===== src/rtl/pe_packetizer_rr.sv =====
// PE output packetizer: NUM_PSUMS psum packets then one filter packet per round, 1-cycle registered output.
// Optional PE_PKT_SEQ_TAG_EN puts {round_cnt[3:0], psum_cnt[3:0]} in the low pad byte of psum packets.
module pe_packetizer_rr #(
  parameter int DWIDTH = 8,
  parameter int TAPS = 3,
  parameter int AWIDTH = 3,
  parameter int PAYLOAD_W = 40,
  parameter int FILT_W = TAPS * DWIDTH,
  parameter int PWIDTH = 1 + 2 * AWIDTH + PAYLOAD_W,
  parameter int NUM_PSUMS = 3,
  parameter int NUM_ROUNDS = 0,
  parameter logic [AWIDTH-1:0] THIS_ADDR = 3,
  parameter logic [AWIDTH-1:0] NEXT_ADDR = 1,
  parameter logic [AWIDTH-1:0] ADDER_ADDR = 4,
  parameter logic [31:0] PSUM_PAD = 32'h0000FFFF
) (
  input  logic              clk,
  input  logic              rst_n,
  input  logic              psum_valid,
  output logic              psum_ready,
  input  logic [DWIDTH-1:0] psum_data,
  input  logic              filt_valid,
  output logic              filt_ready,
  input  logic [FILT_W-1:0] filt_data,
  output logic              pkt_valid,
  input  logic              pkt_ready,
  output logic [PWIDTH-1:0] pkt_data,
  output logic              round_done,
  output logic              done
);

  localparam int PAD_W = PAYLOAD_W - DWIDTH;
  localparam int RC_W = 16;

  typedef enum logic [1:0] {S_PSUM, S_FILT, S_DRAIN} state_t;

  state_t            state, state_nxt;
  logic [7:0]        psum_cnt;
  logic [RC_W-1:0]   round_cnt;
  logic              slot_free;
  logic              psum_acc;
  logic              filt_fwd;
  logic              psum_wrap;
  logic              rounds_hit;
  logic [PAD_W-1:0]  pad;
  logic [PWIDTH-1:0] load_dat;

  assign slot_free  = !pkt_valid || pkt_ready;
  assign psum_wrap  = (psum_cnt == 8'(NUM_PSUMS - 1));
  assign rounds_hit = (NUM_ROUNDS != 0) && ((round_cnt + 1'b1) == RC_W'(NUM_ROUNDS));
  assign psum_acc   = psum_valid && psum_ready;
  // Filters taken in DRAIN are swallowed, so only FILT-state accepts produce a packet.
  assign filt_fwd   = filt_valid && filt_ready && (state == S_FILT);
  assign done       = (state == S_DRAIN);

  always_comb begin
    pad = PAD_W'(PSUM_PAD);
`ifdef PE_PKT_SEQ_TAG_EN
    pad[7:0] = {round_cnt[3:0], psum_cnt[3:0]};
`endif
  end

  always_ff @(posedge clk or negedge rst_n) begin
    if (!rst_n) state <= S_PSUM;
    else        state <= state_nxt;
  end

  always_comb begin
    state_nxt  = state;
    psum_ready = 1'b0;
    filt_ready = 1'b0;
    load_dat   = {1'b1, ADDER_ADDR, THIS_ADDR, pad, psum_data};
    case (state)
      S_PSUM: begin
        psum_ready = slot_free;
        if (psum_acc && psum_wrap) state_nxt = S_FILT;
      end
      S_FILT: begin
        filt_ready = slot_free;
        load_dat   = {1'b0, NEXT_ADDR, THIS_ADDR, PAYLOAD_W'(filt_data)};
        if (filt_fwd) state_nxt = rounds_hit ? S_DRAIN : S_PSUM;
      end
      S_DRAIN: begin
        psum_ready = slot_free;
        filt_ready = 1'b1;
      end
      default: state_nxt = S_PSUM;
    endcase
  end

  always_ff @(posedge clk or negedge rst_n) begin
    if (!rst_n) begin
      psum_cnt   <= '0;
      round_cnt  <= '0;
      pkt_valid  <= 1'b0;
      pkt_data   <= '0;
      round_done <= 1'b0;
    end else begin
      round_done <= filt_fwd;
      if (psum_acc) psum_cnt <= psum_wrap ? 8'd0 : psum_cnt + 8'd1;
      // Once NUM_ROUNDS is hit the FSM parks in DRAIN, which holds round_cnt there.
      if (filt_fwd) round_cnt <= round_cnt + 1'b1;
      if (psum_acc || filt_fwd) begin
        pkt_valid <= 1'b1;
        pkt_data  <= load_dat;
      end else if (pkt_ready) begin
        pkt_valid <= 1'b0;
      end
    end
  end

endmodule


===== config.mk =====
export PLATFORM = sky130hd
export DESIGN_NAME = pe_packetizer_rr
export DESIGN_NICKNAME = d
export VERILOG_FILES = /design/src/rtl/pe_packetizer_rr.sv
export SDC_FILE = /design/constraint.sdc
export NUM_CORES = 1
export LEC_CHECK = 0
export BUFFER_PORTS_ARGS = -buffer_cell sky130_fd_sc_hd__clkbuf_2
export CORE_ASPECT_RATIO = 0.9
export CORE_MARGIN = 8
export CORE_UTILIZATION = 40
export DETAILED_ROUTE_END_ITERATION = 6
export PLACE_DENSITY = 0.74
export SLEW_MARGIN = 10
export SYNTH_ARGS = -nofsm -noshare
export SYNTH_HDL_FRONTEND = slang
export SYNTH_SLANG_ARGS = --single-unit

===== constraint.sdc =====
create_clock -name clk -period 1.3 [get_ports clk]
set_input_delay 0.065 -clock clk [delete_from_list [all_inputs] [get_ports clk]]
set_output_delay 0.065 -clock clk [all_outputs]
set_load 0.02 [all_outputs]

# Word-level counts from Yosys, hierarchy flattened
# Index checks and enable logic that the tools add are counted.
word_totals:
  input_bits: 37
  memories: 0
  out_inout_bits: 52
  rom_bits: 0
  ram_bits: 0
  reg_bits: 59
  latch_bits: 0
  elab_cells: 32
op_classes:
  n_bitwise: 1
  n_lt_le_gt_ge: 0
  n_mux: 9
  shifts: 0
  multipliers: 0
  reduce_logical: 11
  div: 0
  eq_ne: 5
  n_addsub: 1
ops:
  columns: ["op", "n"]
  rows:
  - ["2-to-1 mux 47 bit", 1]
  - ["adder 8 x 1 -> 8 bit, second input constant", 1]
  - ["== test 8 x 2 -> 1 bit, second input constant", 1]
  - ["2-to-1 mux 8 bit", 1]
  - ["one-hot mux 2 bit (3 select lines)", 1]
  - ["logical AND 1 bit", 4]
  - ["2-to-1 mux 2 bit", 2]
  - ["inequality test 2 bit, second input constant", 2]
  - ["2-to-1 mux 1 bit", 3]
  - ["AND reduction 3 bit", 1]
  - ["== test 2 x 1 -> 1 bit, second input constant", 1]
  - ["== test 2 bit, second input constant", 1]
  - ["logical NOT 2 bit", 1]
  - ["logical OR 1 bit", 2]
  - ["one-hot mux 1 bit (2 select lines)", 1]
  - ["nonzero test 2 bit", 1]
  - ["OR reduction 2 bit", 1]
  - ["logical NOT 1 bit", 1]
  - ["NOT 1 bit", 1]

# Logic depth before layout (Yosys ltp)
# Gate-level depths: netlist of run 1.
depth:
  word_depth: 7
  mapped_depth: 6
  depth_no_buf: 5

# Worst setup path before layout of run 1
# OpenSTA, ideal clock, no wires.
synth_path:
  path_type: "reg-to-reg"
  startpoint: "register state[0]"
  endpoint: "register pkt_data[13]"
  path_stages_with_launch: 6
  setup_time_ns: 0.121
  path_slack_ns: -0.082
  n_path_buf: 2
  required_time_ns: 1.179
  synth_period_minus_slack_ns: 1.382
  arrival_ns: 1.261
  cell_sequence: "dfrtp_1 > mux2_4 > and2_4 > buf_6 > buf_6 > o22a_1"
synth_between:
  elab_chain_cells: 5
  elab_cells_between_ends: 11
  cone_classes: "eq/ne (2); mux (3); reduce/logical (6)"
synth_rtl:
  columns: ["element", "line_no", "rtl"]
  rows:
  - ["start, declared", "37", "state_t state, state_nxt;"]
  - ["start signal, assigned", "65", "else state <= state_nxt;"]
  - ["== test 2 bit (tied with other cells)", "73", "case (state)"]
  - ["one-hot mux 1 bit (2 select lines) or OR reduction 2 bit (tied branches)", null, null]
  - ["logical AND 1 bit or 2-to-1 mux 1 bit (tied branches)", "53, 73", null]
  - ["logical AND 1 bit, on equally long branches", "53, 51", null]
  - ["logical OR 1 bit", "103", "if (psum_acc || filt_fwd) begin"]
  - ["end signal, assigned", "105", "pkt_data <= load_dat;"]
  - ["end, declared", "27", "output logic [PWIDTH-1:0] pkt_data,"]
# Several ways; a longest one is shown, not always the timed one.
# A chain may end at the register's enable or synchronous reset.

# Worst setup path in the final report of run 1
layout_path:
  startpoint: "register state[0]"
  endpoint: "register pkt_data[20]"
# The elaborated chain is that of the path after synthesis.

==> run summary, run 1 <==
die area = 6860 um^2
Cells after Synth = 175
number of flops mapped to enable cells by yosys = 0
# DRC = 0
Worst EP arrival = 1.54 ns
final hold vios = 0
Cell Area, Placed = 2160 um^2
synth warn = 0
clk_skew = 0.00739 ns
worst setup margin = -0.0696 ns
Util after Layout = 59.5%
fillcell total = 366
Core Rows = 23
commonest non-fill, non-tap cell in the layout = clkbuf_2
Power Dens Cells = 1960 nW/um^2
Synth Cell Area = 1780 um^2
core outline area = 4370 um^2
Antenna Nets Post-Route = 0
max cap viols = 0
Via Count = 1,572
final worst path period share = 105%
synth-to-layout area growth = 45.8%
status = complete, but fails checks
Top FF cell, synth = dfrtp_1
nets = 312
CTS tree = done
Hold Path Origin = filt_data[2]
Tmin final = 1.37 ns
FMAX = 0.730 GHz
Hold EP = pkt_data[2]$_DFFE_PN0P_
Worst R2R End = pkt_data[20]$_DFFE_PN0P_
failing checks = setup timing
Area contributors post-synth = dfrtp_1 (53%), buf_4 (8.8%), o22a_1 (3.4%), nand3_1 (3.4%), a22oi_1 (3.4%)
TNS Setup = -0.355 ns
pre-CTS setup slack = -0.0652 ns
endpoints failing setup = 11
first-pass GRT wire length = 7480 um
area leader, netlist = dfrtp_1
maximum root-to-sink buffer count = 2
Num CTS Buffers = 5
VDD IR max = 0.000934 V
fin area = 2600 um^2
final total power = 5.09 mW
layout cells sized above 1 = 44.2%
most frequent cells in the layout = clkbuf_2 (68), dfrtp_1 (37), conb_1 (19)
Synth async-reset ratio = 100%
reg2reg start = state[0]$_DFFE_PN0P_
grt total ovfl = 0
Total Wirelength = 4880 um
PortBufs = 69
initial DRC count = 43
die span in y = 79.4 um
first-pass iteration count of the detailed router = 4
die width = 86.4 um
Initial Util = 40.8%
DR WL/cell = 14.5 um
number of antenna diodes = 0
Syn Area/Cell = 10.2 um^2
synthesis-stage register bit count = 38
clock sink count = 38
CP Class = reg -> reg
HP Class = in -> reg
RSZ-0062 raised after global routing = true
# H-tree levels = 2
largest net degree at the start of global routing = 39
register area share after synthesis = 53.3%
Worst R2R Path Depth = 5
CTS clk-pin slew, worst paths = 0.08 ns
RePlAce Congestion = 0.837
vias in the first global route = 1,593
Critical Path Start = state[0]$_DFFE_PN0P_
worst hold path depth = 3
Leak Pwr = 1.27 nW
root buf cell = clkbuf_8
flop-to-flop setup slack = -0.07 ns
crit end category = register
Crit Path Max Fanout = 18
Synth top area share = 53.3%
clock latency on the worst-skew pair = 0.29 ns
post-DP HPWL = 3290 um
Cell variety after synth = 33
GR Util All Layers = 13.6%
Crit path required time = 1.47 ns
initial antenna violation count = 0
CP Launch Type = register
Via density = 4.68
Slew Viols, Final = 0
io pins = 89
-- repair_timing --
action                                  4_1_cts  5_1_grt
hold buffers                                 18        0
pin swaps                                     0        5
endpoints found under the setup margin       22       27
hold endpoints to repair                     52        0
gates resized for setup                       6       26
gates cloned                                  1        0
setup buffers                                 0        3
-- cells by family after synthesis --
| kind of cell | Yosys count | synth area share [%] |
|---|---|---|
| buf+inv | 42 | 14.8 |
| xor+xnor | 4 | 1.96 |
| flops | 38 | 53.3 |
| simple gates | 56 | 15.3 |
| other cells | 1 | 0.210 |
| fa+ha+maj | 2 | 1.40 |
| mux | 1 | 0.841 |
| compound gates | 31 | 12.2 |
-- registers in the layout (all words and copies together) (netlist names) --
name,flops
pkt_valid,1
state,1
round_done,1
psum_cnt,8
pkt_data,27
-- synth_stat cells (all sizes together) (2+ instances only) --
cell	number
a22oi	8
a31oi	9
and2	2
buf	28
dfrtp	38
ha	2
inv	12
nand2	16
nand3	12
nand4	4
nor2	12
nor3	2
o21ai	4
o22a	7
or2	2
xnor2	2
xor2	2
-- where the power goes --
group	internal [mW]	leakage (nW)	switching (mW)
clock	0.426	0.0472	0.423
sequential	1.59	0.413	0.309
combinational	0.960	0.805	1.38
-- metrics by stage --
| stage | hold WS (ns) | instances |
|---|---|---|
| CTS | 0.0000562 | 333 |
| floorplan | -0.231 | 193 |
| finish | 0.000750 | 336 |
| detailed placement | 0.147 | 306 |
| global route | 0.00968 | 336 |
| global placement | 0.139 | 306 |
-- worst max-delay path, stage by stage (launching register included) --
cell     delay (ns)
dfrtp_1        0.42
mux2_4         0.32
and2_4         0.18
buf_12         0.16
nor2_2         0.12
a31oi_2        0.05
-- how the worst max path moves through the flow --
| stage | end | slack [ns] | cells after the start |
|---|---|---|---|
| finish | pkt_data[20]$_DFFE_PN0P_ | -0.07 | 5 |
| floorplan | pkt_data[13]$_DFFE_PN0P_ | -0.06 | 5 |
| detailed placement | psum_cnt[5]$_DFFE_PN0P_ | -0.07 | 4 |
| global placement | psum_cnt[5]$_DFFE_PN0P_ | -0.02 | 4 |
| global route | pkt_data[20]$_DFFE_PN0P_ | -0.12 | 5 |
| CTS | pkt_data[23]$_DFFE_PN0P_ | -0.04 | 4 |
-- metal layers --
metal,up-vias,share of wire (%),global-route usage (%)
met5,-,0,0
met4,0,0.94,5.15
met3,5,9.3,5.88
met2,58,51,21.6
met1,751,39,15.9
li1,758,-,-
-- final cells by class --
class	instances	area, um^2	share of cell area, %
multi-input cells	114	769	29.6
inverters	13	50.0	1.92
flip-flops and latches	38	952	36.6
repair buffers	101	657	25.3
well taps	62	77.6	2.98
clock inverters	2	12.5	0.481
clock buffers	6	82.6	3.17
No activity file was read; power rests on OpenSTA's default activity.
==> inputs of run 2 (changes only) <==
--- a/config.mk
+++ b/config.mk
@@ -8,9 +8,9 @@
 export BUFFER_PORTS_ARGS = -buffer_cell sky130_fd_sc_hd__clkbuf_2
 export CORE_ASPECT_RATIO = 0.9
 export CORE_MARGIN = 8
-export CORE_UTILIZATION = 40
+export CORE_UTILIZATION = 41
 export DETAILED_ROUTE_END_ITERATION = 6
-export PLACE_DENSITY = 0.74
+export PLACE_DENSITY = 0.76
 export SLEW_MARGIN = 10
 export SYNTH_ARGS = -nofsm -noshare
 export SYNTH_HDL_FRONTEND = slang
==> constraint.sdc (replaced) <==
create_clock -name clk -period 1.3 [get_ports clk]
set_input_delay 0.13 -clock clk [delete_from_list [all_inputs] [get_ports clk]]
set_output_delay 0.13 -clock clk [all_outputs]
set_load 0.02 [all_outputs]
==> run 2 against run 1 <==
The flow still finishes with violations (setup timing). First-iteration DRC count rose by 12%. Non-clock buffer count shrank 10. Clock skew is 0.0046 ns lower. Hold slack gained 0.053 ns. Combinational power increased by 8%. Sequential power barely moved. Flip-flop and latch count unchanged. Critical path depth fell by 1. Cell count decreased by 7.4%. Setup slack improved by 0.030 ns. Register-to-register slack improved by 0.03 ns. Routed wire length fell by 5.8%.
==> run summary, run 2 (synthesis gave the netlist of run 1 again) <==
status = complete, but fails checks
failing checks = setup timing
io pins = 89
Via density = 4.84
fin area = 2500 um^2
Slowest cell on crit path = dfrtp_1
CTS tree = done
sequential share of power = 36.4%
max cap viols = 0
Sw Share = 40.1%
multi-input logic area = 764 um^2
# H-tree levels = 2
clk_skew = 0.00276 ns
# DRC = 0
Initial Util = 43.2%
biggest regs = pkt_data x27, psum_cnt x8
clock sink count = 38
die width = 85.5 um
Worst EP arrival = 1.54 ns
Non-Filler Instances = 311
most frequent cells in the layout = clkbuf_2 (67), dfrtp_1 (35), conb_1 (19)
initial DRC count = 48
Seq. cell area = 955 um^2
RePlAce Congestion = 0.759
Via Count = 1,506
Num CTS Buffers = 5
max reg flops = 27
final worst path period share = 103%
Pint = 3.16 mW
Total Wirelength = 4590 um
commonest non-fill, non-tap cell in the layout = clkbuf_2
largest net degree at the start of global routing = 39
GR Util All Layers = 13.2%
core outline area = 4130 um^2
endpoints failing setup = 16
Antenna Nets Post-Route = 0
CTS clk-pin slew, worst paths = 0.07 ns
post-DP HPWL = 3270 um
Crit path required time = 1.50 ns
layout cells sized above 1 = 47.9%
VDD IR max = 0.00124 V
nets = 301
logic gate share of total power = 48.0%
Power Dens Cells = 2110 nW/um^2
Largest Register = pkt_data
clock share of power = 15.6%
worst setup margin = -0.0399 ns
Util after Layout = 60.7%
Net Sw Power = 2.12 mW
CP Class = reg -> reg
maximum root-to-sink buffer count = 2
TNS Setup = -0.290 ns
first-pass GRT wire length = 7150 um
Tmin final = 1.34 ns
max incr delay on CP = 0.41 ns
Cell Area, Placed = 2150 um^2
DR WL/cell = 14.8 um
vias in the first global route = 1,510
CP cell instances = mux2_4 > and2_4 > clkbuf_16 > a31oi_1
initial antenna violation count = 0
Crit Path Max Fanout = 8
crit end category = register
synth-to-layout area growth = 40.4%
fillcell total = 354
grt total ovfl = 0
RSZ-0062 raised after global routing = true
final hold vios = 0
number of antenna diodes = 0
die span in y = 78.6 um
Leak Pwr = 1.25 nW
root buf cell = clkbuf_8
FMAX = 0.746 GHz
first-pass iteration count of the detailed router = 4
Placed Cells = 292
HP Class = in -> reg
clock latency on the worst-skew pair = 0.29 ns
Core Rows = 22
PortBufs = 69
die area = 6720 um^2
Slew Viols, Final = 0
CP Launch Type = register
run 2: cell types whose count changed in the layout (fill, tap and decap cells not counted), moves of 3 or more:
cell and change:
buf_6 +3, nor2_2 -3, dlygate4sd3_1 -17, a31oi_1 +3, a31oi_2 -3, buf_4 +3
run 2: final cells by class:
cell class	instances	area share (%)
Sequential cell	38	38.1
Clock buffer	7	3.45
Clock inverter	1	0.200
Inverter	13	2.05
Timing Repair Buffer	91	23.3
Tap cell	48	2.40
Multi-Input combinational cell	113	30.5
run 2: what timing repair did:
item,4_1_cts,5_1_grt
buffers inserted,2,7
gates resized for setup,10,33
hold endpoints to repair,38,0
endpoints found under the setup margin,23,28
cloned,0,1
hold buffers,1,0
pin swaps,1,16
run 2: critical path: cells and delay by family, from the launching register on:
family	cells	cell delay [ns]
flops	1	0.41
mux	1	0.30
simple gates	1	0.20
buf+inv	1	0.17
compound gates	1	0.17
run 2: through the flow:
stage	worst slack, ns	total power, mW	hold slack [ns]
finish	-0.0399	5.28	0.0538
global placement	0.00297	3.86	0.208
CTS	-0.0840	4.88	0.0501
detailed placement	-0.0762	3.92	0.213
floorplan	-0.0636	3.22	-0.166
global route	-0.0948	5.65	0.0488
run 2: power by group through the flow:
stage | Combinational, mW | Sequential (mW) | Clock, mW
2_1_floorplan | 0.973 | 2.24 | 0
3_3_place_gp | 1.98 | 1.89 | 0
3_5_place_dp | 2.02 | 1.90 | 0
4_1_cts | 2.12 | 1.90 | 0.857
5_1_grt | 2.76 | 1.98 | 0.915
6_report | 2.53 | 1.92 | 0.821
run 2: worst paths after layout:
| check | startpoint | to | slack [ns] | cells after the start |
|---|---|---|---|---|
| worst min register to register | pkt_data[43]$_DFFE_PN0P_ | pkt_data[43]$_DFFE_PN0P_ | 0.49 | 2 |
| max in group asynchronous | rst_n | psum_cnt[1]$_DFFE_PN0P_ | 0.52 | 3 |
| worst min-delay path | psum_data[1] | pkt_data[1]$_DFFE_PN0P_ | 0.05 | 3 |
| worst max register to register | state[0]$_DFFE_PN0P_ | pkt_data[16]$_DFFE_PN0P_ | -0.04 | 4 |
| worst max-delay path | state[0]$_DFFE_PN0P_ | pkt_data[16]$_DFFE_PN0P_ | -0.04 | 4 |
| min in group asynchronous | rst_n | pkt_data[15]$_DFFE_PN0P_ | 0.43 | 3 |
run 2: layer usage:
| metal | share of wire [%] | global-route usage [%] | wire length [um] |
|---|---|---|---|
| met1 | 41 | 15.8 | 1890 |
| met4 | 1.4 | 4.37 | 63 |
| met2 | 48 | 20.1 | 2190 |
| met5 | 0 | 0 | 0 |
| met3 | 9.8 | 6.56 | 452 |
==> inputs of run 3 (changes only) <==
--- a/config.mk
+++ b/config.mk
@@ -15,3 +15,4 @@
 export SYNTH_ARGS = -nofsm -noshare
 export SYNTH_HDL_FRONTEND = slang
 export SYNTH_SLANG_ARGS = --single-unit
+export TNS_END_PERCENT = 10
==> run 3 against run 2 <==
The flow still finishes with violations (setup timing). Utilization fell by 2.2 points. Flip-flop and latch count stayed put. Hold slack better by 0.0050 ns. Setup slack better by 0.0079 ns. Power down 3.2%. Critical path depth unchanged.
==> run summary, run 3 (synthesis gave the netlist of run 1 again) <==
final hold vios = 0
flop-to-flop setup slack = -0.03 ns
max cap viols = 0
layout cells sized above 1 = 45.7%
first-pass iteration count of the detailed router = 4
Core Rows = 22
initial antenna violation count = 0
PortBufs = 69
Placed Cells = 292
VDD IR max = 0.00113 V
io pins = 89
first-pass GRT wire length = 6880 um
Worst R2R End = pkt_data[23]$_DFFE_PN0P_
Initial Util = 43.2%
Leak Pwr = 1.18 nW
root buf cell = clkbuf_8
reg2reg start = state[0]$_DFFE_PN0P_
worst setup margin = -0.0320 ns
largest net degree at the start of global routing = 39
grt total ovfl = 0
number of antenna diodes = 0
Via Count = 1,475
FMAX = 0.751 GHz
Worst EP arrival = 1.53 ns
Total Wirelength = 4370 um
# DRC = 0
CP Launch Type = register
clk_skew = 0.00725 ns
max reg flops = 27
Num CTS Buffers = 5
Power Dens Cells = 2110 nW/um^2
Crit path required time = 1.50 ns
Tmin final = 1.33 ns
clock sink count = 38
failing checks = setup timing
core outline area = 4130 um^2
HP Class = in -> reg
biggest regs = pkt_data x27, psum_cnt x8
CTS tree = done
vias in the first global route = 1,505
status = complete, but fails checks
final worst path period share = 102%
Slew Viols, Final = 0
DR WL/cell = 14.3 um
most frequent cells in the layout = clkbuf_2 (67), dfrtp_1 (36), conb_1 (19)
GR Util All Layers = 12.7%
synth-to-layout area growth = 35.4%
worst setup path endpoint = pkt_data[23]$_DFFE_PN0P_
clock latency on the worst-skew pair = 0.28 ns
commonest non-fill, non-tap cell in the layout = clkbuf_2
Crit Path Max Fanout = 18
Non-Filler Instances = 306
Antenna Nets Post-Route = 0
Critical Path Start = state[0]$_DFFE_PN0P_
Largest Register = pkt_data
die area = 6720 um^2
maximum root-to-sink buffer count = 2
crit end category = register
die width = 85.5 um
post-DP HPWL = 3150 um
initial DRC count = 51
CP Class = reg -> reg
TNS Setup = -0.217 ns
Worst R2R Path Depth = 4
Via density = 4.82
CTS clk-pin slew, worst paths = 0.07 ns
endpoints failing setup = 11
nets = 296
die span in y = 78.6 um
# H-tree levels = 2
RePlAce Congestion = 0.813
RSZ-0062 raised after global routing = true
-- run 3: through the flow --
stage                     cell area (um^2)  setup slack (ns)  power, mW  utilization, %  hold slack, ns
after detailed placement              2140           -0.0431       3.88            51.8           0.207
after floorplan                       1850           -0.0636       3.20               -          -0.166
after global routing                  2420           -0.0766       5.43            58.5          0.0622
final                                 2420           -0.0320       5.11            58.5          0.0587
after global placement                2140           -0.0489       3.82            51.8           0.207
after CTS                             2310           -0.0370       4.96            55.9          0.0553
-- run 3: critical path: stages (launching register included) --
cell and delay (ns):
dfrtp_2 0.45, mux2_4 0.31, and2_4 0.16, buf_12 0.15
a31oi_1 0.18
-- run 3: final cells by class --
type | instances | area (um^2)
clock buffer | 7 | 76.3
clock inverter | 1 | 30.0
fill | 365 | 1710
inverter | 13 | 52.6
multi-input combinational | 114 | 736
sequential | 38 | 953
tap | 48 | 60.1
timing repair buffer | 84 | 500
timing repair inverter | 1 | 7.51
-- run 3: worst min-delay path by stage --
| stage | startpoint | endpoint | cells past startpoint | slack (ns) |
|---|---|---|---|---|
| 6_report | psum_data[0] | pkt_data[0]$_DFFE_PN0P_ | 3 | 0.06 |
| 2_1_floorplan | rst_n | pkt_data[0]$_DFFE_PN0P_ | 0 | -0.17 |
| 3_5_place_dp | rst_n | psum_cnt[5]$_DFFE_PN0P_ | 2 | 0.21 |
| 4_1_cts | psum_data[2] | pkt_data[2]$_DFFE_PN0P_ | 3 | 0.06 |
| 5_1_grt | psum_data[7] | pkt_data[7]$_DFFE_PN0P_ | 3 | 0.06 |
| 3_3_place_gp | rst_n | psum_cnt[3]$_DFFE_PN0P_ | 2 | 0.21 |
-- run 3: report_power, final --
group / leakage (nW) / internal (mW) / switching (mW) / total (mW)
sequential: 0.411 / 1.60 / 0.325 / 1.92
clock: 0.0524 / 0.574 / 0.391 / 0.965
combinational: 0.720 / 0.924 / 1.30 / 2.22
-- run 3: routing by layer --
metal	track usage, %	share of wire [%]	vias up
li1	-	-	718
met1	13.7	41	692
met4	5.07	0.59	0
met5	0	0	-
met2	21.0	48	61
met3	6.35	9.9	4
-- run 3: timing repair --
action / CTS / global route
gates cloned: 1 / 1
resized for setup: 10 / 25
setup buffers: 1 / 2
hold buffers: 1 / 0
endpoints found under the setup margin: 21 / 28
endpoints found under the hold margin: 38 / 0
pin swaps: 2 / 0
